**src/rtl/rr_arbiter.sv**
```systemverilog
// Round-robin arbiter with registered one-hot grants, optional locking and bounded hold.
// Latency: req sampled at edge k drives gnt from edge k; owner handover takes one edge with no idle gap.
// Backpressure: a locked owner keeps the grant while req stays high, up to MAX_HOLD cycles when nonzero.
module rr_arbiter #(
  parameter int N        = 8,
  parameter int W        = 3,
  parameter int LOCK     = 1,
  parameter int MAX_HOLD = 0
) (
  input  logic         clk,
  input  logic         rst,
  input  logic [N-1:0] req,
  output logic [N-1:0] gnt,
  output logic [W-1:0] gnt_id,
  output logic         gnt_valid,
  output logic         gnt_preempt
);

  localparam logic IDLE  = 1'b0;
  localparam logic GRANT = 1'b1;

  // With unlimited hold the counter only needs to saturate somewhere.
  localparam int HW = (MAX_HOLD > 1) ? $clog2(MAX_HOLD + 1) : ((MAX_HOLD == 1) ? 1 : 4);
  localparam logic [HW-1:0] HMAX = HW'(MAX_HOLD);
  localparam logic [N-1:0]  ONE  = {{(N-1){1'b0}}, 1'b1};
  localparam logic [W-1:0]  LAST = W'(N - 1);
  localparam logic [W:0]    NW   = (W+1)'(N);

  logic          st, st_n;
  logic [W-1:0]  ptr, ptr_n, ptr_inc;
  logic [W-1:0]  own_n, start, win;
  logic          found, rearb, pre_n;
  logic [HW-1:0] hcnt, hcnt_n;
  logic [N-1:0]  gnt_n;

  // Returns {found, index}; the rotated vector puts candidate s at bit 0.
  function automatic logic [W:0] search(input logic [N-1:0] r, input logic [W-1:0] s);
    logic [2*N-1:0] dbl;
    logic [N-1:0]   rot;
    logic [W:0]     sum;
    logic [W:0]     res;
    dbl = {r, r} >> s;
    rot = dbl[N-1:0];
    res = '0;
    for (int k = 0; k < N; k++) begin
      sum = {1'b0, s} + (W+1)'(k);
      if (sum >= NW) sum = sum - NW;
      if (!res[W] && rot[k]) res = {1'b1, sum[W-1:0]};
    end
    return res;
  endfunction

  always_comb begin
    ptr_inc = (gnt_id == LAST) ? '0 : gnt_id + 1'b1;
    st_n    = st;
    ptr_n   = ptr;
    own_n   = gnt_id;
    hcnt_n  = hcnt;
    pre_n   = 1'b0;
    rearb   = 1'b0;
    start   = ptr;

    if (st == GRANT) begin
      if (LOCK == 0 || !(|(req & gnt))) begin
        rearb = 1'b1;
      end else if (MAX_HOLD != 0 && hcnt == HMAX) begin
        rearb = 1'b1;
        pre_n = 1'b1;
      end else if (hcnt != '1) begin
        hcnt_n = hcnt + 1'b1;
      end
    end

    // Searching from owner+1 leaves the current owner as the last candidate.
    if (rearb) begin
      ptr_n = ptr_inc;
      start = ptr_inc;
    end

    {found, win} = search(req, start);

    if (st == IDLE || rearb) begin
      if (found) begin
        st_n   = GRANT;
        own_n  = win;
        hcnt_n = HW'(1);
      end else begin
        st_n   = IDLE;
        own_n  = '0;
        hcnt_n = '0;
        pre_n  = 1'b0;
      end
    end

    gnt_n = (st_n == GRANT) ? (ONE << own_n) : '0;
  end

  always_ff @(posedge clk) begin
    if (rst) begin
      st          <= IDLE;
      ptr         <= '0;
      hcnt        <= '0;
      gnt         <= '0;
      gnt_id      <= '0;
      gnt_preempt <= 1'b0;
    end else begin
      st          <= st_n;
      ptr         <= ptr_n;
      hcnt        <= hcnt_n;
      gnt         <= gnt_n;
      gnt_id      <= own_n;
      gnt_preempt <= pre_n;
    end
  end

  assign gnt_valid = (st == GRANT);

`ifndef SYNTHESIS
  a_onehot : assert property (@(posedge clk) disable iff (rst) $onehot0(gnt));
  a_valid  : assert property (@(posedge clk) disable iff (rst) gnt_valid == (|gnt));
  a_id     : assert property (@(posedge clk) disable iff (rst) !gnt_valid || gnt == (ONE << gnt_id));
`endif

endmodule

```
**config.mk**
```make
export PLATFORM = sky130hd
export DESIGN_NAME = rr_arbiter
export DESIGN_NICKNAME = d
export VERILOG_FILES = /design/src/rtl/rr_arbiter.sv
export SDC_FILE = /design/constraint.sdc
export NUM_CORES = 1
export LEC_CHECK = 0
export ABC_AREA = 1
export BUFFER_PORTS_ARGS = -buffer_cell sky130_fd_sc_hd__buf_2
export CORE_MARGIN = 2
export CORE_UTILIZATION = 55
export DETAILED_ROUTE_END_ITERATION = 7
export HOLD_SLACK_MARGIN = 0.1
export PLACE_DENSITY = 0.77
export SYNTH_ARGS = -nofsm -noshare
export SYNTH_HDL_FRONTEND = slang
export SYNTH_SLANG_ARGS = --single-unit
```
**constraint.sdc**
```tcl
create_clock -name clk -period 2.71 [get_ports clk]
set_input_delay 0.542 -clock clk [delete_from_list [all_inputs] [get_ports clk]]
set_output_delay 0.542 -clock clk [all_outputs]
set_load 0.01 [all_outputs]
```
==> flow_metrics.env, run 1 <==
export IMPL_synthFlopType="dfxtp_1"
export IMPL_yosys_area_top_type="dfxtp_1"
export IMPL_yosysWarnings=0
export IMPL_port_buffers=21
export IMPL_synth_xor_area_frac=0.0229
export IMPL_ctsHoldBuffers=0
export IMPL_die_x_um=56.7
export IMPL_fp_dieH_um=56.7
export IMPL_clockBufferDepth=2
export IMPL_synth_ff_latch_count=15
export IMPL_synth_top_family_by_area="simple AND/OR/NAND/NOR gates"
export IMPL_syn_nets=256
export IMPL_place_area_um2=1900
export IMPL_grt_max_degree=12
export IMPL_synthesis_area_um2=1530
export IMPL_worstEndpointType="register input"
export IMPL_ioPinCount=23
export IMPL_syn_inst=242
export IMPL_yosys_area_share_simple=0.592
export IMPL_postGrtWorstEndpoint="gnt[0]$_SDFF_PP0_/D"
export IMPL_first_error="[ERROR DPL-0038] Utilization greater than 100%, impossible to legalize"
export IMPL_h_tree_depth=1
export IMPL_synthTopCellsByArea="dfxtp_1, nand2_1, nand3_1"
export IMPL_haltStage="global routing"
export IMPL_status="did not finish"
export IMPL_synth_fa_ha_area_frac=0.0328
export IMPL_start_util=0.569
export IMPL_cts_sinks=15
export IMPL_globalplace_congestion=0.931
export IMPL_seq_area_frac_synth=0.197
export IMPL_hpwlAfterDp_mm=3.45
export IMPL_cts_root_buf="clkbuf_4"
export IMPL_synth_compound_area_share=0.0573
export IMPL_cts_made_buffers=3
export IMPL_avgSynthCellArea_um2=6.31
export IMPL_async_flop_share=0
export IMPL_synth_mux_area_fraction=0
export IMPL_synth_edf_count=0
export IMPL_synth_top_area_share=0.197
export IMPL_netlist_cell_type_count=26
export IMPL_num_rows=19
-- cells in the mapped netlist, types with 3 or more instances --
| cell | instances |
|---|---|
| xor2_1 | 3 |
| o21ai_2 | 4 |
| nand3_1 | 38 |
| nand2_1 | 70 |
| inv_1 | 19 |
| nand2_2 | 21 |
| nor2_1 | 25 |
| nor2_4 | 5 |
| nand4_1 | 9 |
| buf_6 | 3 |
| nand3_2 | 6 |
| ha_1 | 4 |
| inv_2 | 3 |
| dfxtp_1 | 15 |
-- metrics by stage --
stage	setup TNS [ns]	hold slack (ns)	util	std cells	setup WS, ns
after floorplan	0	0.561	-	242	0.147
after global placement	-2.51	0.656	0.708	326	-0.261
after detailed placement	-3.28	0.672	0.708	326	-0.330
after CTS	-0.0791	0.499	0.878	354	-0.0293
-- what timing repair did --
item | in CTS
setup buffers | 23
setup endpoints to repair | 11
hold endpoints to repair | 0
pin swaps | 41
resized for setup | 57
cloned | 1
-- cells by family after synthesis --
| group | count (synthesis) |
|---|---|
| compound gates | 10 |
| xor+xnor | 4 |
| fa+ha+maj | 4 |
| buf+inv | 30 |
| flops | 15 |
| other cells | 1 |
| simple gates | 178 |
==> inputs of run 2 (changes only) <==
CORE_UTILIZATION = 40   (was 55)
HOLD_SLACK_MARGIN = default   (was 0.1)
PLACE_DENSITY = default   (was 0.77)
PLACE_DENSITY_LB_ADDON = 0.15   (was default)
==> run 2 against run 1 <==
The flow now finishes, with violations (negative setup slack). Synthesized cell count did not move. Area after synthesis did not move.
==> flow_metrics.env, run 2 <==
export IMPL_status="complete, but fails checks"
export IMPL_failed_checks="negative setup slack"
export IMPL_hold_viol=0
export IMPL_num_rows=22
export IMPL_cts_root_buf="clkbuf_8"
export IMPL_grt_pass1_wl_mm=8.13
export IMPL_clock_latency_ns=0.25
export IMPL_critPathMaxFanout=5
export IMPL_port_buffers=21
export IMPL_cts_sinks=15
export IMPL_first_global_vias=1755
export IMPL_die_x_um=65.8
export IMPL_finalMaxSlewViolations=0
export IMPL_area_growth_syn_to_layout_pct=72.3
export IMPL_regMostFlops="gnt"
export IMPL_yosys_area_top_type="dfxtp_1"
export IMPL_ant_nets=0
export IMPL_clkTransAtPathRegs_ns=0.06
export IMPL_synth_edf_count=0
export IMPL_synthesis_area_um2=1530
export IMPL_largest_reg_flops=8
export IMPL_critPathRequiredTime_ns=2.86
export IMPL_diodes=0
export IMPL_min_period_ns=2.76
export IMPL_syn_inst=242
export IMPL_drv_cap=0
export IMPL_largestRegisters="gnt x8, gnt_id x3, ptr x3"
export IMPL_initialDrtViolationCount=106
export IMPL_max_freq_mhz=362
export IMPL_synth_top_area_share=0.197
export IMPL_synth_top_cells_by_count="nand2_1, nand3_1, nor2_1"
export IMPL_fin_nets=333
export IMPL_hp_class="in2reg"
export IMPL_synth_ff_latch_count=15
export IMPL_grt_max_degree=12
export IMPL_finalCritPeriodShare=1.02
export IMPL_seq_area_frac_synth=0.197
export IMPL_syn_nets=256
export IMPL_clockBufferDepth=2
export IMPL_h_tree_depth=1
export IMPL_avgSynthCellArea_um2=6.31
export IMPL_dr_pass1_iters=4
export IMPL_async_flop_share=0
export IMPL_die_area_um2=4330
export IMPL_crit_path_end_kind="flop"
export IMPL_wl_per_cell_um=14.7
export IMPL_ioPinCount=23
export IMPL_skew_ns=0.00136
export IMPL_grt_use_total=0.236
export IMPL_globalplace_congestion=0.884
export IMPL_r2r_slack_ns=-0.05
export IMPL_synthFlopType="dfxtp_1"
export IMPL_drc=0
export IMPL_final_cell_mix="buf_4, nand2_1, nand2_2"
export IMPL_fp_dieH_um=65.8
export IMPL_cts_made_buffers=3
export IMPL_hpwlAfterDp_mm=3.48
export IMPL_timing_hold_ws_ns=0.545
export IMPL_dr_total_vias=1875
export IMPL_drive_above_1_share=0.626
export IMPL_rsz0062_at_grt="yes"
export IMPL_post_drt_via_cell_ratio=5.12
export IMPL_fin_ws_ns=-0.0497
export IMPL_setup_viol=9
export IMPL_coreArea_um2=3660
export IMPL_start_kind="flop"
export IMPL_overflow=0
export IMPL_wl_mm=5.37
export IMPL_final_common_cell="buf_4"
export IMPL_antenna_found_initial=0
export IMPL_start_util=0.417
export IMPL_synthTopCellsByArea="dfxtp_1, nand2_1, nand3_1"
export IMPL_cp_data_arrival_time_ns=2.91
export IMPL_crit_type="reg2reg"
export IMPL_fin_setup_tns_ns=-0.374
export IMPL_netlist_cell_type_count=26
export IMPL_cts_tree="yes"
export IMPL_yosysMostFrequentCell="nand2_1"
export IMPL_yosysWarnings=0
==> run 2: cell counts after synthesis <==
No cell type changed its count.
==> run 2: path summary, 6_finish.rpt <==
kind / startpoint / endpoint / cells past startpoint
setup reg to reg: gnt_id[0] / gnt[4] / 23
setup / recovery: gnt_id[0] / gnt[4] / 23
hold / removal: rst / gnt_id[0] / 2
hold reg to reg: gnt_id[2] / gnt[7] / 4
==> run 2: layer usage <==
layer	vias up	part of all wire	global-route usage
li1	935	-	-
met1	889	0.43	0.318
met2	42	0.52	0.420
met3	9	0.030	0.0102
met4	0	0.019	0.0417
met5	-	0	0
==> run 2: cell type report <==
type | instances | area (um^2)
multi-input cells | 197 | 1530
fillers | 288 | 1030
repair buffers | 78 | 593
flip-flops and latches | 15 | 303
inverters | 24 | 96.3
well taps | 48 | 60.1
clock buffers | 3 | 41.3
clock inverters | 1 | 7.51
==> run 2: critical path: stages, from the launching register on <==
cell and delay [ns]:
dfxtp_2 0.33, ha_4 0.16, ha_4 0.15, nor2_2 0.12, nand4_1 0.09, buf_4 0.18, buf_4 0.13, nand3_1 0.16
nand2_2 0.09, nand2_4 0.08, o21ai_4 0.06, nand2_1 0.07, nand2_2 0.08, buf_4 0.15, nor2_4 0.11, nand2_1 0.06
nand2_1 0.06, nand2_1 0.05, o21ai_1 0.13, nand2_1 0.08, nand2_2 0.09, nand2_2 0.07, nand2_4 0.09, nor2_1 0.05
==> run 2: cell families (layout without fill, tap and decap cells) <==
logic type	count (synthesis)	count (layout)	synth area share
compound gates	10	10	0.0573
xor+xnor	4	4	0.0229
fa+ha+maj	4	4	0.0328
buf+inv	30	106	0.0958
flops	15	15	0.197
other cells	1	1	0.00245
simple gates	178	178	0.592
==> run 2: repair_timing <==
action | 4_1_cts | 5_1_grt
hold buffers | 0 | 0
resized for setup | 29 | 94
gates cloned | 0 | 0
setup endpoints to repair | 10 | 12
buffers inserted | 13 | 6
pin swaps | 20 | 44
==> run 2: stage by stage <==
step	worst slack [ns]	utilization	area (um^2)	cells
finish	-0.0497	0.719	2630	366
global route	-0.254	0.719	2630	366
CTS	-0.0142	0.598	2190	360
detailed placement	-0.336	0.526	1920	343
global placement	-0.329	0.526	1920	343
floorplan	0.147	-	1530	242
Power of run 2 is left out: the tool's default activity adds up to more than one toggle a clock period on the data nets, which glitch-free logic cannot reach.
==> inputs of run 3 (changes only) <==
clock period = 3.6 ns   (was 2.71 ns; I/O delays follow)
==> run 3 against run 2 <==
The flow now finishes without violations. Cell area down 35%. Routed wire length is 30% lower. Global-route usage down 4.0 points. Die area is the same. Sequential cell count did not move. Via count is 17% lower. First-iteration DRC count shrank 15%. Largest cell class unchanged. Highest routed layer unchanged.
==> flow_metrics.env, run 3 (synthesis gave the netlist of run 2 again) <==
export IMPL_status="finished clean"
export IMPL_wl_per_cell_um=12.1
export IMPL_instances_no_fill=311
export IMPL_final_common_cell="nand2_1"
export IMPL_grt_use_total=0.196
export IMPL_place_ws_ns=0.263
export IMPL_start_util=0.417
export IMPL_regMostFlops="gnt"
export IMPL_hold_end="gnt_id[1]"
export IMPL_area_growth_syn_to_layout_pct=11.5
export IMPL_fin_setup_tns_ns=0
export IMPL_clock_latency_ns=0.25
export IMPL_min_period_ns=3.07
export IMPL_num_rows=22
export IMPL_die_area_um2=4330
export IMPL_wl_met3_um=144
export IMPL_met2_length_mm=1.73
export IMPL_r2r_start="gnt_id[0]"
export IMPL_dr_total_vias=1565
export IMPL_globalplace_congestion=0.828
export IMPL_overflow=0
export IMPL_skew_ns=0.00149
export IMPL_drc=0
export IMPL_largest_reg_flops=8
export IMPL_diodes=0
export IMPL_ioPinCount=23
export IMPL_hold_viol=0
export IMPL_drive_above_1_share=0.281
export IMPL_clockBufferDepth=2
export IMPL_fp_dieH_um=65.8
export IMPL_dp_cells=307
export IMPL_r2r_slack_ns=0.60
export IMPL_cp_buffers_inverters=1
export IMPL_rsz0062_at_grt="no"
export IMPL_ctsHoldBuffers=0
export IMPL_drv_cap=0
export IMPL_wl_met1_mm=1.86
export IMPL_post_drt_via_cell_ratio=5.03
export IMPL_cts_repair_resized=0
export IMPL_cp_data_arrival_time_ns=3.21
export IMPL_crit_type="in2reg"
export IMPL_initialDrtViolationCount=90
export IMPL_finalCritPeriodShare=0.854
export IMPL_seqCellArea_um2=300
export IMPL_crit_family="simple AND/OR/NAND/NOR gates"
export IMPL_cts_sinks=15
export IMPL_critPathMaxFanout=11
export IMPL_max_freq_mhz=325
export IMPL_wl_mm=3.76
export IMPL_cpPeakStageDelay_ns=0.29
export IMPL_start_kind="input port"
export IMPL_critPathRequiredTime_ns=3.74
export IMPL_multi_input_area_um2=1080
export IMPL_hold_depth=2
export IMPL_top_layer="met4"
export IMPL_first_global_vias=1445
export IMPL_r2r_end="gnt[3]"
export IMPL_largestRegisters="gnt x8, gnt_id x3, ptr x3"
export IMPL_cts_root_buf="clkbuf_8"
export IMPL_port_buffers=21
export IMPL_clkTransAtPathRegs_ns=0.06
export IMPL_fin_ws_ns=0.527
export IMPL_min_from="gnt_id[1]"
export IMPL_fin_nets=278
export IMPL_crit_path_end_kind="flop"
export IMPL_antenna_found_initial=0
export IMPL_hp_class="reg2reg"
export IMPL_dr_pass1_iters=4
export IMPL_hpwlAfterDp_mm=3.15
export IMPL_final_cell_mix="nand2_1, nand3_1, nor2_1"
export IMPL_setup_viol=0
export IMPL_critical_path_slowest_cell="nand2_2"
export IMPL_path_cells="buf_2, nand2_1, nand2_1, nor2_4, nand4_1, nand2_2, nand2_1, nand3_1, nand3_1, nand2_2, nand2_2, nor2_4, nand2_2, nor2_4, nand4_2, nor2_1, nor2_1, nand2_2, nand2_1, nand2_1, nor2_1"
export IMPL_grt_pass1_wl_mm=6.65
export IMPL_h_tree_depth=1
export IMPL_nFillCells=389
export IMPL_postLayoutCoreUtil=0.465
export IMPL_cts_made_buffers=3
export IMPL_coreArea_um2=3660
export IMPL_grt_max_degree=16
export IMPL_cts_tree="yes"
export IMPL_cts_setup_buffers=0
export IMPL_finalMaxSlewViolations=0
export IMPL_ant_nets=0
export IMPL_worst_r2r_cell_count=20
export IMPL_die_x_um=65.8
==> run 3: cell count changes in the layout (fill, tap and decap cells not counted), sizes merged <==
| cell | previous run | this run |
|---|---|---|
| buf | 78 | 23 |
==> run 3: worst max-delay path by stage <==
| stage | startpoint | cells past startpoint | slack, ns | end |
|---|---|---|---|---|
| after floorplan | req[4] | 21 | 0.87 | gnt[7] |
| after global placement | req[5] | 20 | 0.24 | gnt[1] |
| after detailed placement | req[5] | 20 | 0.26 | gnt[5] |
| after CTS | req[5] | 20 | 0.53 | gnt[1] |
| after global routing | req[5] | 21 | 0.17 | gnt[5] |
| final | req[5] | 21 | 0.53 | gnt[3] |
==> run 3: worst register-to-register path: stages, from the launching register on <==
cell	delay, ns
dfxtp_1	0.34
ha_1	0.21
ha_1	0.17
nor2_1	0.13
nand4_1	0.20
nand2_2	0.29
nand2_1	0.13
nand3_1	0.15
nand3_1	0.11
nand2_2	0.15
nand2_2	0.08
nor2_4	0.09
nand2_2	0.08
nor2_4	0.11
nand4_2	0.14
nor2_1	0.13
nor2_1	0.06
nand2_2	0.10
nand2_1	0.08
nand2_1	0.09
nor2_1	0.06
==> run 3: routing by layer <==
layer / GRT usage / up-vias
li1: - / 822
met1: 0.286 / 700
met2: 0.306 / 39
met3: 0.0204 / 4
met4: 0.0495 / 0
met5: 0 / -
==> run 3: stage by stage <==
stage / instance area [um^2] / hold WS, ns
after global placement: 1650 / 0.567
after floorplan: 1530 / 0.561
final: 1700 / 0.581
after CTS: 1700 / 0.581
after global routing: 1700 / 0.625
after detailed placement: 1650 / 0.567
==> run 3: area by class of cell <==
class                           instances  area share
Clock buffer                            3      0.0242
Clock inverter                          1     0.00441
Inverter                               24      0.0544
Multi-Input combinational cell        197       0.635
Sequential cell                        15       0.176
Tap cell                               48      0.0353
Timing Repair Buffer                   23      0.0705
Power of run 3 is left out for the same reason.
